### config.mk
export PLATFORM = sky130hd
export DESIGN_NAME = bcd_updown_counter
export DESIGN_NICKNAME = d
export VERILOG_FILES = /design/src/rtl/bcd_pkg.sv /design/src/rtl/bcd_digit_updown.sv /design/src/rtl/bcd_updown_counter.sv
export SDC_FILE = /design/constraint.sdc
export NUM_CORES = 1
export LEC_CHECK = 0
export ABC_CLOCK_PERIOD_IN_PS = 1950
export BUFFER_PORTS_ARGS = -buffer_cell sky130_fd_sc_hd__buf_2
export CORE_AREA = 2 2 75 59
export DETAILED_ROUTE_END_ITERATION = 6
export DIE_AREA = 0 0 77 61
export PLACE_DENSITY = 0.49
export SLEW_MARGIN = 10
export SYNTH_ARGS = -nofsm -noshare
export SYNTH_HDL_FRONTEND = slang
export SYNTH_SLANG_ARGS = --single-unit
### constraint.sdc
create_clock -name clk -period 1.95 [get_ports clk]
set_clock_uncertainty 0.15 [all_clocks]
set_input_delay 0.0975 -clock clk [delete_from_list [all_inputs] [get_ports clk]]
set_output_delay 0.0975 -clock clk [all_outputs]
set_load 0.01 [all_outputs]
### src/rtl/bcd_pkg.sv
// Shared BCD types and helpers for the up/down counter slice.
package bcd_pkg;

    typedef logic [3:0] bcd_digit_t;

    localparam bcd_digit_t BCD_MAX_DIGIT = 4'd9;
    localparam int MAX_DIGITS = 16;

    // Packs a non-negative integer into up to 16 BCD digits, least significant digit in [3:0].
    function automatic logic [4*MAX_DIGITS-1:0] to_bcd(input int value);
        logic [4*MAX_DIGITS-1:0] r;
        int v;
        r = '0;
        v = value;
        for (int i = 0; i < MAX_DIGITS; i++) begin
            r[4*i +: 4] = 4'(v % 10);
            v = v / 10;
        end
        return r;
    endfunction

    function automatic logic bcd_valid(input bcd_digit_t digit);
        return digit <= BCD_MAX_DIGIT;
    endfunction

    function automatic longint pow10(input int n);
        longint r;
        r = 1;
        for (int i = 0; i < n; i++) r = r * 10;
        return r;
    endfunction

endpackage

### src/rtl/bcd_digit_updown.sv
// One BCD digit of the ripple chain: steps up or down by cin, passing carry/borrow onward.
module bcd_digit_updown
    import bcd_pkg::*;
(
    input  logic [3:0] d,
    input  logic       up,
    input  logic       dn,
    input  logic       cin,
    output logic [3:0] q,
    output logic       cout
);

    always_comb begin
        q    = d;
        cout = 1'b0;
        if (cin && up) begin
            if (d >= BCD_MAX_DIGIT) begin
                q    = 4'd0;
                cout = 1'b1;
            end else begin
                q = d + 4'd1;
            end
        end else if (cin && dn) begin
            if (d == 4'd0) begin
                q    = BCD_MAX_DIGIT;
                cout = 1'b1;
            end else begin
                q = d - 4'd1;
            end
        end
    end

endmodule

### src/rtl/bcd_updown_counter.sv
// N-digit registered BCD up/down counter with programmable terminal count,
// wrap or saturate at the range ends, validated parallel load and event pulses.
module bcd_updown_counter
    import bcd_pkg::*;
#(
    parameter int NDIGITS  = 2,
    parameter int TERM     = 99,
    parameter bit SATURATE = 1'b0
) (
    input  logic                   clk,
    input  logic                   rst,
    input  logic                   clr,
    input  logic                   ld,
    input  logic [4*NDIGITS-1:0]   ld_val,
    input  logic                   inc,
    input  logic                   dec,
    output logic [4*NDIGITS-1:0]   cnt,
    output logic                   at_max,
    output logic                   at_zero,
    output logic                   ovf,
    output logic                   unf,
    output logic                   ld_err
);

    localparam int W = 4 * NDIGITS;
    localparam logic [4*MAX_DIGITS-1:0] TERM_BCD_FULL = to_bcd(TERM);
    localparam logic [W-1:0] TERM_BCD = TERM_BCD_FULL[W-1:0];

    if (NDIGITS < 1 || NDIGITS > MAX_DIGITS || TERM < 1 ||
        longint'(TERM) > pow10(NDIGITS) - 1) begin : g_bad_params
        $fatal(1, "bcd_updown_counter: TERM out of range for NDIGITS");
    end

    logic             inc_only;
    logic             dec_only;
    logic [W-1:0]     step;
    logic [NDIGITS:0] carry;
    logic [NDIGITS-1:0] digit_ok;
    logic             ld_ok;
    logic             inc_at_end;
    logic             dec_at_end;

    assign inc_only = inc && !dec;
    assign dec_only = dec && !inc;
    assign carry[0] = 1'b1;

    for (genvar i = 0; i < NDIGITS; i++) begin : g_digit
        bcd_digit_updown u_digit (
            .d    (cnt[4*i +: 4]),
            .up   (inc_only),
            .dn   (dec_only),
            .cin  (carry[i]),
            .q    (step[4*i +: 4]),
            .cout (carry[i+1])
        );
        assign digit_ok[i] = bcd_valid(ld_val[4*i +: 4]);
    end

    assign at_max  = (cnt == TERM_BCD);
    assign at_zero = (cnt == '0);

    // With all digits valid, BCD ordering equals unsigned binary ordering.
    assign ld_ok = (&digit_ok) && (ld_val <= TERM_BCD);

    // A carry out of the top digit can only occur at the range ends; it guards the all-nines case.
    assign inc_at_end = at_max  || carry[NDIGITS];
    assign dec_at_end = at_zero || carry[NDIGITS];

    always_ff @(posedge clk) begin
        if (rst) begin
            cnt    <= '0;
            ovf    <= 1'b0;
            unf    <= 1'b0;
            ld_err <= 1'b0;
        end else begin
            ovf    <= 1'b0;
            unf    <= 1'b0;
            ld_err <= 1'b0;
            if (clr) begin
                cnt <= '0;
            end else if (ld) begin
                if (ld_ok) cnt <= ld_val;
                else       ld_err <= 1'b1;
            end else if (inc_only) begin
                if (inc_at_end) begin
                    ovf <= 1'b1;
                    if (!SATURATE) cnt <= '0;
                end else begin
                    cnt <= step;
                end
            end else if (dec_only) begin
                if (dec_at_end) begin
                    unf <= 1'b1;
                    if (!SATURATE) cnt <= TERM_BCD;
                end else begin
                    cnt <= step;
                end
            end
        end
    end

endmodule

## Word-level counts from Yosys, hierarchy flattened

Index checks and enable logic that the tools add are counted.
Widths: inputs -> output; s select.

- Word-level logic and storage cells: 61
- Memories kept: 0
- Bits in writable memories: 0
- Input bits: 14
- Memory bits (read-only): 0
- Latch bits: 0
- Flip-flop bits (word level): 11

- Add/subtract/negate cells: 4
- Reductions and logical operators: 19
- Equal/unequal tests: 2
- $mul: 0
- Divide/modulo/power cells: 0
- Multiplexer cells: 24
- Shift operators: 0
- $lt $le $gt $ge: 5
- Bitwise operators: 3

Operators by type and width:

| kind | count |
|---|---|
| $mux 8 | 6 |
| $mux 4 | 7 |
| $mux 1 | 11 |
| $add 4x1->4 const B | 2 |
| $eq 8x8->1 const B | 1 |
| $ge 4x4->1 const B | 2 |
| $le 4x4->1 const B | 2 |
| $le 8x8->1 const B | 1 |
| $logic_not 4->1 | 2 |
| $logic_not 8->1 | 1 |
| $sub 4x1->4 const B | 2 |
| $logic_and 1x1->1 | 5 |
| $reduce_or 5->1 | 1 |
| $reduce_and 2->1 | 2 |
| $reduce_or 4->1 | 1 |
| $not 1->1 | 3 |
| $reduce_bool 3->1 | 1 |
| $reduce_or 3->1 | 1 |
| $logic_not 1->1 | 2 |
| $logic_or 1x1->1 | 2 |
| $ne 2x1->1 const B | 1 |
| $reduce_or 2->1 | 1 |

## Depth between registers and ports, before layout

Gate-level depths: netlist of run 1.

- Word-level depth: 12
- Gate-level depth with buffers: 8
- Depth with buffers taken out: 7

## By module

Synthesis of run 1 repeated with hierarchy kept, for this count alone.

- Cell total of the unflattened synthesis: 149
- Area total of the unflattened synthesis: 1,311.3 sq um

Modules (own cells, without submodules):

| module | area an instance (sq um) | cells an instance | instances | seq. area each (sq um) |
|---|---|---|---|---|
| bcd_updown_counter | 703.2 | 73 | 1 | 220.2 |
| bcd_digit_updown | 304.0 | 38 | 2 | 0.0 |

## Least setup slack after synthesis of run 1

No wires, ideal clock.

- Path type: register to register
- From: reg cnt[0]
- To: reg cnt[5]
- Library setup time: 0.075 ns
- Slack: -0.136 ns
- Arrival: 1.861 ns
- Period minus slack after synthesis: 2.086 ns
- Cell stages (with the launch flop): 8
- Cells stage by stage: dfxtp_1 > inv_1 > ha_1 > or3b_4 > or4_1 > a21oi_1 > a21oi_1 > o22ai_1

- Longest elaborated chain between the ends: 12
- Elaborated cells between the ends (all ways): 21
- Classes of those cells: order compare: 1; eq/ne: 1; mux: 13; reduce/logical: 6

RTL lines:

| what | line | source |
|---|---|---|
| start, declared | bcd_updown_counter.sv:17 | `output logic [4*NDIGITS-1:0] cnt,` |
| start signal, assigned | bcd_updown_counter.sv:82 | `if (ld_ok) cnt <= ld_val;` |
| start signal, assigned | bcd_updown_counter.sv:89 | `cnt <= step;` |
| start signal, assigned | bcd_updown_counter.sv:96 | `cnt <= step;` |
| parallel branches: the longest is 10 deep, another holds $ge 4x4->1 | n/a |  |
| $mux 8 (*) | bcd_updown_counter.sv:84 | `end else if (inc_only) begin` |
| $mux 8 (*) | bcd_updown_counter.sv:81 | `end else if (ld) begin` |

Every way passes the cells marked *. The select of a mux whose other input is x is not followed.
A chain may end at the register's enable or synchronous reset.

## Worst setup path in the final report of run 1

- From: reg cnt[1]
- To: reg cnt[5]

Same word-level chain as after synthesis.

==> metrics list, run 1 <==
- For the worst setup path, the data arrival time is 2.07 ns.
- The cell count after synthesis came out at 124.
- Proportion of power drawn by flip-flops and latches: 0.297
- Clock root cell: sky130_fd_sc_hd__clkbuf_8
- The via count of the first global-routing pass was 1124.
- Result of the run: finished, violations left
- During I/O placement, the number of pins put on the boundary was 27.
* Netlist area before placement: 960 um^2
* HPWL Detailed: 2490 um
- Total global routing track utilization: 0.150
- After synthesis, the share of flip-flops with an asynchronous set or reset is 0.
- The die is 61 um tall.
- Power spread over the standard cell area amounts to 520 nW/um^2.
* Critical path cell sequence: inv_2, ha_4, or3b_4, or4_4, a21oi_2, a21oi_1, o22ai_1
- Primary flip-flop cell chosen by synthesis mapping: sky130_fd_sc_hd__dfxtp_1
- Post-detailed-route count of antenna-violating nets: 0
- In the finished design, the share of the clock period the worst path needs comes to 1.05.
- In this run the worst path has a maximum fanout of 3.
* Final setup TNS: -0.205 ns
* Number of search-and-repair iterations in the first detailed-routing pass: 4
- Subtracting the final worst setup slack from the clock period gives 2.04 ns.
- Die Outline Area: 4700 um^2
- Of the synthesized area, sequential elements account for 0.229.
- Starting DRC count in detailed routing: 115
- The final count of pins violating max slew was 0.
- Gate family responsible for the most delay along the worst path: simple AND/OR/NAND/NOR gates
- Flip-flop and latch count after synthesis: 11
- Buf/Inv on CP: 1
- For the worst setup path, the data required time is 1.98 ns.
* Maximum number of buffers from clock root to sink: 2
* Initial Util: 0.243
- In this run the worst hold path is classified as in2reg.
- Top cells by area in the synthesized netlist: sky130_fd_sc_hd__dfxtp_1, sky130_fd_sc_hd__ha_1, sky130_fd_sc_hd__a21oi_1
- For this run, the share of the core covered by cells in the final layout is 0.410.
- DRC violations left: 0
- At the pin with the least slew margin, the transition time is 0.393 ns.
- Max Cap Violations: 0
* Net count after synthesis: 145
- Number of enable flip-flop cells after synthesis: 0
- The first global-routing pass estimated 5440 um of wire.
- The number of antenna violations at the first check in global routing came to 0.
- Cell-internal power: 0.000555 W
* Setup crit start kind: flop
- Yosys mapped the design onto 44 distinct sky130hd cell types.
* Largest net degree at the start of global routing: 16
- For this design the total switching power over the nets is 0.000288 W.
- Pwr Total: 0.000843 W
* Average wire per cell in the routed design: 15.1 um
- Across the VDD grid, the largest voltage drop is 0.161 mV.
- In this run the tightest slew margin relative to its limit is 0.735.
- For this run, the slowest stage of the critical path takes 0.53 ns.
- Routability-driven placement finished with a final weighted congestion of 0.861.
* Number of fill cells in the layout: 418
* X dimension of the die: 77 um
* Via density: 5.12
- In this run the mean area of a mapped cell was 7.74 um^2.
- Of the post-synthesis cell area, the dominant cell type holds 0.229.
- Number of warnings issued by yosys: 0
- Class of the most critical setup path: reg2reg
- Post-synthesis to final-layout area growth: 68.8%
* Leakage power summed over all cells: 0.701 nW
- Among all stages on the critical path, the largest delay is contributed by sky130_fd_sc_hd__or4_4.
- Setup repair after global routing could not meet its margin everywhere.
- Cells after DPL: 222
* Violated checks: negative setup slack
- Summing over every cut layer, the via total after detailed routing is 1235.
- Of the cells placed in the final design, the portion with a size suffix greater than 1 is 0.511.
- The final-report hold violation count is 0.
* Count of buffers from port buffering: 26
- H-Tree Level Count: 1
- Based on the critical path, the design can be clocked at up to 491 MHz.
- Final wirelength: 3640 um
- The number of antenna diodes in the final layout is 0.
* Filler-free cell count of the finished design: 241
* Num Clock Sinks: 11
* List of most frequent post-synthesis cells: sky130_fd_sc_hd__a21oi_1, sky130_fd_sc_hd__dfxtp_1, sky130_fd_sc_hd__inv_1, sky130_fd_sc_hd__o21ai_0, sky130_fd_sc_hd__nand2_1
* CTS Buf Count: 3
- Combinational share of power: 0.406
- sky130_fd_sc_hd__dfxtp_1 takes more of the synthesized area than any other cell.
- For this run the aggregate overflow at the end of global routing stands at 0.
* CORE AREA: 3950 um^2
* Final worst setup slack: -0.0883 ns
- Of the total power, the clock network draws 0.297.
* CTS tree: built
- In this run the core area contains 20 standard-cell rows.
* Switching share of total power: 0.341
- Count of endpoints failing setup in the final report: 5
- Total number of nets in the final design: 208
- Type of element capturing the critical path: flop
- Clock latency on the worst-skew pair, taken at its later pin, is 0.26 ns.
- Clock-pin transition on the worst setup and hold timing paths: 0.06 ns
## area by class of cell
type / instances / area (um^2) / area share
sequential: 11 / 231 / 0.143
inverter: 10 / 40.0 / 0.0247
timing repair buffer: 66 / 457 / 0.282
tap: 55 / 68.8 / 0.0425
clock buffer: 4 / 45.0 / 0.0278
multi-input combinational: 95 / 778 / 0.480
## worst paths after layout
path,from,end,slack (ns),cells after the start
max,cnt[1],cnt[5],-0.09,7
min,ld_val[2],cnt[2],0.01,3
max reg2reg,cnt[1],cnt[5],-0.09,7
min reg2reg,cnt[2],cnt[2],0.47,2
## power groups by stage
stage | Combinational, W | Clock (W) | Sequential, W
finish | 0.000342 | 0.000250 | 0.000251
global route | 0.000371 | 0.000268 | 0.000252
CTS | 0.000290 | 0.000251 | 0.000249
detailed placement | 0.000262 | 0 | 0.000253
global placement | 0.000260 | 0 | 0.000253
floorplan | 0.000145 | 0 | 0.000255
## tightest hold or removal path, delay by kind of cell
kind            cells  cell delay, ns
compound gates      2            0.18
buf+inv             1            0.09
## cell families after synthesis
family                   share of synthesized area
flip-flops                                   0.229
buffers and inverters                       0.0913
XOR/XNOR                                   0.00913
AND/OR/NAND/NOR                              0.207
AO/OA/AOI/OAI                                0.372
adder cells (fa/ha/maj)                     0.0913
## registers in the layout (all words and copies together), names as in the netlist
register / cells
ld_err: 1
ovf: 1
cnt: 8
unf: 1
## routing by layer
layer	global-route usage	share of wire	vias to the layer above
met1	0.191	0.44	579
met5	0	0	-
li1	-	-	600
met4	0.0485	0.012	0
met2	0.249	0.47	49
met3	0.0461	0.076	7
## cell usage in the layout, fill, tap and decap left out, drive strengths merged, types with 2 or more instances in the layout
cell type | Yosys | layout
o211ai | 4 | 4
dfxtp | 11 | 11
clkbuf | 4 | 5
nor2b | 2 | 2
nor2 | 5 | 5
or4 | 2 | 2
a31oi | 6 | 6
a211oi | 2 | 2
inv | 10 | 10
o22ai | 2 | 2
or2 | 3 | 3
o311ai | 2 | 2
a2111oi | 2 | 2
nor3 | 4 | 4
nor3b | 3 | 3
a21oi | 11 | 11
dlygate4sd3 | 0 | 5
o21ai | 9 | 9
or3b | 2 | 2
nand2 | 8 | 8
ha | 7 | 7
o311a | 3 | 3
buf | 4 | 60
nand2b | 2 | 2
## repair_timing
action	in CTS	in global routing
endpoints found under the hold margin	3	0
gates cloned	0	0
gates resized for setup	12	19
endpoints found under the setup margin	8	9
pin swaps	3	8
hold buffers	5	0
buffers inserted	3	8
## per-stage QoR
| step | setup WS [ns] | instance area, um^2 | hold WS, ns |
|---|---|---|---|
| after CTS | -0.0782 | 1500 | 0.00965 |
| final | -0.0883 | 1620 | 0.0146 |
| after floorplan | -0.0189 | 975 | 0.0987 |
| after global placement | -0.355 | 1320 | 0.223 |
| after global routing | -0.169 | 1620 | 0.0638 |
| after detailed placement | -0.297 | 1320 | 0.227 |
(Power assumes the default switching activity.)
==> inputs of run 2 (changes only) <==
--- a/config.mk
+++ b/config.mk
@@ -11,4 +11,5 @@
 export DETAILED_ROUTE_END_ITERATION = 6
 export DIE_AREA = 0 0 77 61
+export HOLD_SLACK_MARGIN = 0.03
 export PLACE_DENSITY = 0.49
 export SLEW_MARGIN = 10
==> constraint.sdc (replaced) <==
create_clock -name clk -period 1.95 [get_ports clk]
set_clock_uncertainty 0.15 [all_clocks]
set_input_delay 0.39 -clock clk [delete_from_list [all_inputs] [get_ports clk]]
set_output_delay 0.39 -clock clk [all_outputs]
set_load 0.01 [all_outputs]
==> run 2 against run 1 <==
Clock power decreased by 7%. Count of clock-buffer cells in the layout unchanged. Largest power group unchanged. Die area unchanged. Worst hold slack improved by 0.27 ns. Global-route usage decreased by 0.58 points. The flow still finishes with violations (negative setup slack). Maximum frequency decreased by 2.1%. Total power decreased by 3.6%.
==> metrics list, run 2 (same netlist as run 1, synthesis figures left out) <==
- The die footprint is 4700 um^2 (unchanged).
- Grt total ovfl: 0 (unchanged)
- Post-detailed-route count of antenna-violating nets: 0 (unchanged)
* Slowest cell on crit path: sky130_fd_sc_hd__or4_4
* Hold crit path type: in2reg
- Vias in the first global route: 1121 (-0.27%)
- STA classifies the critical path startpoint as a flop.
- The flip-flop count of the largest register after layout was 8 (unchanged).
- The total clock buffers created by CTS is 3 (unchanged).
- The number of stages on the worst setup path was 7 (unchanged).
- The number of antenna violations at the first check in global routing came to 0 (unchanged).
* Fraction of the core area covered by cells at the end of the flow: 0.391 (-0.0184)
- Count of buffers from port buffering: 26 (unchanged)
* DRC violations left: 0 (unchanged)
* Worst slew pin tran: 0.364 ns (-0.0291 ns)
- The routability congestion estimate came to 0.851 (-1.2%).
- Wire length of the first global-routing pass: 5380 um (-1.0%)
- Result of the run: finished, violations left
* Number of fill cells in the layout: 418 (unchanged)
* Initial Util: 0.243 (unchanged)
* Maximum vdd ir drop: 0.221 mV (+37%)
* Share of layout cells above drive strength 1: 0.522 (+0.0110)
- The number of cells in the finished layout apart from fillers came to 239 (-0.83%).
- Clock-pin transition on the worst setup and hold timing paths: 0.05 ns (about the same)
* Total global routing track utilization: 0.144 (-0.00580)
- Number of hold-slack violations in the final timing report: 0 (unchanged)
- The number of nets in the finished design is 206 (-0.96%).
* CTS tree: built
- The minimum period implied by the final worst setup slack came to 2.08 ns (+0.0447 ns).
- Maximum number of buffers from clock root to sink: 2 (unchanged)
* Leakage power summed over all cells: 0.693 nW (-1.1%)
- The maximum fanout count along the critical path came to 5 (+2).
- Clock root cell: sky130_fd_sc_hd__clkbuf_8
- Final Slew Violations: 0 (unchanged)
* Arrival time reported for the critical path endpoint: 2.10 ns (+0.03 ns)
- Max Cap Violations: 0 (unchanged)
- Worst-case register-to-register setup slack: -0.13 ns (-0.04 ns)
- H-Tree Level Count: 1 (unchanged)
* Peak Freq: 480 MHz (-2.1%)
- The length of the first detailed-routing pass in iterations is 4 (unchanged).
* Most common cell after layout, fill and taps aside: sky130_fd_sc_hd__buf_4
- The cell area reported after detailed placement came to 1360 um^2 (+3.0%).
* Fraction of the cycle the final worst path needs: 1.07 (+0.0229)
* Count of endpoints failing setup in the final report: 5 (unchanged)
- Final wirelength: 3400 um (-6.5%)
- The largest stage delay on the critical path is 0.53 ns (about the same).
- The worst setup slack after placement came to -0.108 ns (+0.189 ns).
* Length in cells of the worst reg-to-reg path: 7 (unchanged)
- Critical path cell sequence: inv_2, ha_4, or3b_4, or4_4, a21oi_4, a21oi_2, o22ai_1
* Number of top-level pins: 27 (unchanged)
* Type of element capturing the critical path: flop
- Setup repair after global routing could not meet its margin everywhere.
- In the layout the commonest cells are sky130_fd_sc_hd__buf_4, sky130_fd_sc_hd__buf_2, sky130_fd_sc_hd__a21oi_1, sky130_fd_sc_hd__dfxtp_1, sky130_fd_sc_hd__o21ai_0.
- Height of the chip: 61 um (unchanged)
* X dimension of the die: 77 um (unchanged)
- Starting DRC count in detailed routing: 105 (-8.7%)
* Pwr dens: 525 nW/um^2 (+0.95%)
- The number of antenna diodes is 0 (unchanged).
- The cell family contributing the most delay on the critical path is simple AND/OR/NAND/NOR gates.
* Endpoint of the worst-slack reg-to-reg timing path: cnt[5]
- Start point of the critical path: cnt[1]
* Std cell rows: 20 (unchanged)
* Buf/Inv on CP: 1 (unchanged)
- The critical path ends at cnt[5].
* Finished layout cell area: 1550 um^2 (-4.5%)
* CTS Hold Buffers Added: 0 (-5)
- cnt holds more flip-flops than any other register.
- The standard cell core area came to 3950 um^2 (unchanged).
* Class of the most critical setup path: reg2reg
* Largest net degree at the start of global routing: 11 (-5)
- The detailed-route vias per instance was 5.01 (-2.2%).
- Data required time at the worst endpoint: 1.96 ns (-0.02 ns)
- HPWL Detailed: 2510 um (+0.76%)
* Num Clock Sinks: 11 (unchanged)
- Cells after DPL: 229 (+3.2%)
- Final setup TNS: -0.240 ns (-0.0355 ns)
- Number of vias after detailed routing: 1198 (-3.0%)
* Post-synthesis to final-layout area growth: 61.3%
- The detailed-route wire length per cell is 14.2 um (-5.7%).
* Final worst setup slack: -0.133 ns (-0.0447 ns)
* Clock Latency Late Sink: 0.24 ns (-0.02 ns)
* Max_slew headroom: 0.751 (+0.0165)
* Violated checks: negative setup slack
- FF-to-FF Start: cnt[1]
## run 2: cell types whose count changed in the layout (fill, tap and decap cells not counted), sizes merged
| cell | before | now |
|---|---|---|
| dlygate4sd3 | 5 | 0 |
| buf | 60 | 64 |
| clkbuf | 5 | 4 |
## run 2: worst min-delay path by stage
stage | from | endpoint | slack [ns] | cells past startpoint
2_1_floorplan | cnt[0] | cnt[0] | 0.36 | 2
3_3_place_gp | cnt[1] | cnt[1] | 0.47 | 3
3_5_place_dp | cnt[1] | cnt[1] | 0.47 | 3
4_1_cts | ld_val[3] | cnt[3] | 0.27 | 3
5_1_grt | ld_val[6] | cnt[6] | 0.30 | 3
6_report | ld_val[6] | cnt[6] | 0.28 | 3
## run 2: area by class of cell
cell class | count | area [um^2] | share of cell area
well taps | 55 | 68.8 | 0.0445
clock buffers | 4 | 45.0 | 0.0291
flip-flops and latches | 11 | 225 | 0.146
multi-input cells | 95 | 743 | 0.480
inverters | 10 | 40.0 | 0.0259
repair buffers | 64 | 425 | 0.275
## run 2: power by group
group | total [W] | internal, W | switching, W
sequential | 0.000251 | 0.000235 | 0.0000157
clock | 0.000232 | 0.000144 | 0.0000887
combinational | 0.000330 | 0.000173 | 0.000157
## run 2: metrics by stage
stage	hold slack (ns)	power [W]
finish	0.284	0.000813
CTS	0.272	0.000766
global route	0.304	0.000873
global placement	0.466	0.000526
detailed placement	0.468	0.000524
floorplan	0.357	0.000401
## run 2: routing by layer
| layer | up-vias | share of wire | GRT usage |
|---|---|---|---|
| met5 | - | 0 | 0 |
| met4 | 0 | 0.0038 | 0.0281 |
| met3 | 2 | 0.049 | 0.0461 |
| met2 | 36 | 0.48 | 0.228 |
| met1 | 566 | 0.47 | 0.197 |
| li1 | 594 | - | - |
## run 2: repair_timing
action / in CTS / in global routing
hold endpoints to repair: 0 / 0
gates resized for setup: 4 / 22
setup endpoints to repair: 6 / 8
setup buffers: 2 / 4
pin swaps: 1 / 5
## run 2: worst register-to-register path, cell delays in order (launching register included)
cell and delay (ns):
sky130_fd_sc_hd__dfxtp_2 0.33, sky130_fd_sc_hd__inv_2 0.08, sky130_fd_sc_hd__ha_4 0.16, sky130_fd_sc_hd__or3b_4 0.39, sky130_fd_sc_hd__or4_4 0.53, sky130_fd_sc_hd__a21oi_4 0.14
sky130_fd_sc_hd__a21oi_2 0.04, sky130_fd_sc_hd__o22ai_1 0.17
==> inputs of run 3 (changes only) <==
CTS_BUF_LIST = sky130_fd_sc_hd__clkbuf_16   (was not set)
==> run 3 against run 2 <==
The run still ends with negative setup slack left. Largest cell class unchanged. First-iteration DRC count fell by 25%. Non-clock buffer count down 3. Sequential cell count did not move. Highest routed layer unchanged. Cell area is 0.40% higher.
==> metrics list, run 3 (same netlist as run 1, synthesis figures left out) <==
* Number of search-and-repair iterations in the first detailed-routing pass: 4 (unchanged)
- Final wirelength: 3280 um (-3.6%)
* Fraction of the cycle the final worst path needs: 1.08 (+0.0108)
* Fin crit period: 2.10 ns (+0.0211 ns)
- Leakage power summed over all cells: 0.690 nW (-0.49%)
- The data required time at the worst endpoint came to 1.96 ns (about the same).
- Maximum vdd ir drop: 0.356 mV (+61%)
* P_sw: 0.000269 W (+3.2%)
* Violated checks: negative setup slack
- Post-synthesis to final-layout area growth: 61.9%
- FF-to-FF Start: cnt[1]
* Peak Freq: 475 MHz (-1.0%)
- The number of buffers inserted for hold repair after clock tree synthesis was 0 (unchanged).
- The final count of pins violating max slew is 0 (unchanged).
* Instance area at placement: 1360 um^2 (unchanged)
* Length in cells of the worst reg-to-reg path: 7 (unchanged)
- The detailed-route wire length per cell came to 13.9 um (-2.4%).
- Worst slew pin tran: 0.432 ns (+0.0685 ns)
- In this run the critical register-to-register path is captured at cnt[5].
* Grt total ovfl: 0 (unchanged)
- STA classifies the critical path endpoint as a flop.
* CTS tree: built
- Cells after DPL: 229 (unchanged)
* Global placement routability congestion: 0.851 (unchanged)
* Count of endpoints failing setup in the final report: 4 (-1)
- The remaining antenna violation count after routing is 0 (unchanged).
* Setup repair after global routing missed its margin: yes
- The standard cell core area was 3950 um^2 (unchanged).
- The first-pass GRT wire length is 5290 um (-1.7%).
- Cell-internal power: 0.000660 W (+20%)
- The worst hold path terminates at cnt[3].
- Num Clock Sinks: 11 (unchanged)
* CTS Buf Count: 3 (unchanged)
* Total number of nets in the final design: 203 (-1.5%)
- The source-to-sink clock delay at the later pin of the worst-skew pair came to 0.24 ns (about the same).
* Filler-free cell count of the finished design: 236 (-1.3%)
- STA classifies the critical path startpoint as a flop.
- Max_slew headroom: 0.710 (-0.0414)
* Maximum number of buffers from clock root to sink: 2 (unchanged)
- The setup path with the least slack is of type reg2reg.
- Most Crowded Layer GR: met2
- Max Fanout on Critical Path: 5 (unchanged)
- Number of diodes added for antenna fixing: 0 (unchanged)
- Die Outline Area: 4700 um^2 (unchanged)
* GR Util met1: 0.196 (-0.000890)
* Pwr dens: 598 nW/um^2 (+14%)
- Worst-case register-to-register setup slack: -0.15 ns (-0.02 ns)
* Max Cap Violations: 0 (unchanged)
- Count of buffers from port buffering: 26 (unchanged)
- Finished layout cell area: 1550 um^2 (+0.40%)
* Number of antenna violations at the first check in global routing: 0 (unchanged)
* Hold Path Cell Cnt: 3 (unchanged)
- DRC violations left: 0 (unchanged)
- Largest net degree at the start of global routing: 11 (unchanged)
- The largest stage delay on the critical path was 0.54 ns (about the same).
- Critical path cell sequence: inv_2, ha_4, or3b_4, or4_4, a21oi_4, a21oi_2, o22ai_1
- Leaving out fill and tap cells, the most frequent cell in the layout is sky130_fd_sc_hd__buf_4.
- The met3 track utilization from global routing was 0.0357 (-0.0104).
* Most frequent cells in the layout: sky130_fd_sc_hd__buf_4, sky130_fd_sc_hd__buf_2, sky130_fd_sc_hd__inv_1, sky130_fd_sc_hd__a21oi_1, sky130_fd_sc_hd__dfxtp_1
* HPWL Detailed: 2510 um (unchanged)
- The met2 usage in global routing came to 0.226 (-0.00251).
- Hold Crit Start: ld_val[3]
- The share of post-route cells with drive strength above 1 is 0.481 (-0.0411).
- The relative contribution of the clock network to total power is 0.402 (+0.116).
- Total global routing track utilization: 0.140 (-0.00389)
* Number of hold-slack violations in the final timing report: 0 (unchanged)
* X dimension of the die: 77 um (unchanged)
- In this run the worst hold path is classified as in2reg.
* Initial Util: 0.243 (unchanged)
- Final worst setup slack: -0.154 ns (-0.0211 ns)
- Pwr Total: 0.000929 W (+14%)
- Result of the run: finished, violations left
- The total I/O pin count is 27 (unchanged).
* Clock root cell: sky130_fd_sc_hd__clkbuf_16
- Switching share of total power: 0.290 (-0.0311)
* Arrival time reported for the critical path endpoint: 2.11 ns (about the same)
- The flip-flop count of the largest register after layout is 8 (unchanged).
- Tracing the worst setup path back leads to its startpoint at cnt[1].
* Slowest cell on crit path: sky130_fd_sc_hd__or4_4
- Number of vias after detailed routing: 1190 (-0.67%)
- The clock-pin transition on the worst setup and hold timing paths is 0.04 ns (about the same).
* Number of fill cells in the layout: 419 (+0.24%)
- Largest reg by FF count: cnt
* Height of the chip: 61 um (unchanged)
- The detailed-route vias per instance came to 5.04 (+0.59%).
- Vias in the first global route: 1107 (-1.2%)
- H-Tree Level Count: 1 (unchanged)
- Proportion of power drawn by flip-flops and latches: 0.269 (-0.039)
* Starting DRC count in detailed routing: 79 (-25%)
- Combinational share of power: 0.329 (-0.077)
- The site row count was 20 (unchanged).
-- run 3: cell count changes in the layout (fill, tap and decap cells not counted), sizes merged --
cell | before | now
buf | 64 | 61
clkbuf | 4 | 3
inv | 10 | 11
-- run 3: area by class of cell --
| cell class | instances | area, um^2 | area share |
|---|---|---|---|
| inverters | 10 | 40.0 | 0.0258 |
| multi-input cells | 95 | 744 | 0.479 |
| repair buffers | 61 | 397 | 0.255 |
| flip-flops and latches | 11 | 225 | 0.145 |
| clock inverters | 1 | 3.75 | 0.00242 |
| well taps | 55 | 68.8 | 0.0443 |
| clock buffers | 3 | 75.1 | 0.0483 |
-- run 3: routing by layer --
layer / up-vias / share of wire / wire [um]
li1: 587 / - / -
met1: 552 / 0.48 / 1570
met2: 49 / 0.45 / 1470
met3: 2 / 0.071 / 232
met4: 0 / 0.0024 / 8
met5: - / 0 / 0
-- run 3: through the flow --
step | utilization | hold slack (ns) | setup slack (ns) | TNS [ns]
global placement | 0.345 | 0.466 | -0.131 | -0.175
floorplan | - | 0.357 | -0.0189 | -0.0189
CTS | 0.372 | 0.274 | -0.121 | -0.256
global route | 0.393 | 0.303 | -0.215 | -0.845
detailed placement | 0.345 | 0.468 | -0.108 | -0.227
finish | 0.393 | 0.275 | -0.154 | -0.218
-- run 3: worst max path at each step --
stage	endpoint	slack, ns
after global routing	cnt[5]	-0.22
after global placement	cnt[2]	-0.13
final	cnt[5]	-0.15
after floorplan	cnt[5]	-0.02
after detailed placement	cnt[5]	-0.11
after CTS	cnt[5]	-0.12
-- run 3: worst max-delay path: cells and delay by family, from the launching register on --
kind | cells | cell delay [ns]
AO/OA/AOI/OAI | 3 | 0.38
adder cells (fa/ha/maj) | 1 | 0.15
buffers and inverters | 1 | 0.08
flip-flops | 1 | 0.33
AND/OR/NAND/NOR | 2 | 0.93
-- run 3: power groups by stage --
| stage | logic, W | clock network, W | registers, W |
|---|---|---|---|
| 6_report | 0.000305 | 0.000374 | 0.000250 |
| 5_1_grt | 0.000333 | 0.000404 | 0.000251 |
| 4_1_cts | 0.000279 | 0.000381 | 0.000248 |
| 3_5_place_dp | 0.000272 | 0 | 0.000252 |
| 3_3_place_gp | 0.000275 | 0 | 0.000251 |
| 2_1_floorplan | 0.000145 | 0 | 0.000255 |
-- run 3: timing repair --
action	4_1_cts	5_1_grt
gates resized for setup	4	14
setup buffers	2	1
pin swaps	1	1
setup endpoints to repair	5	7
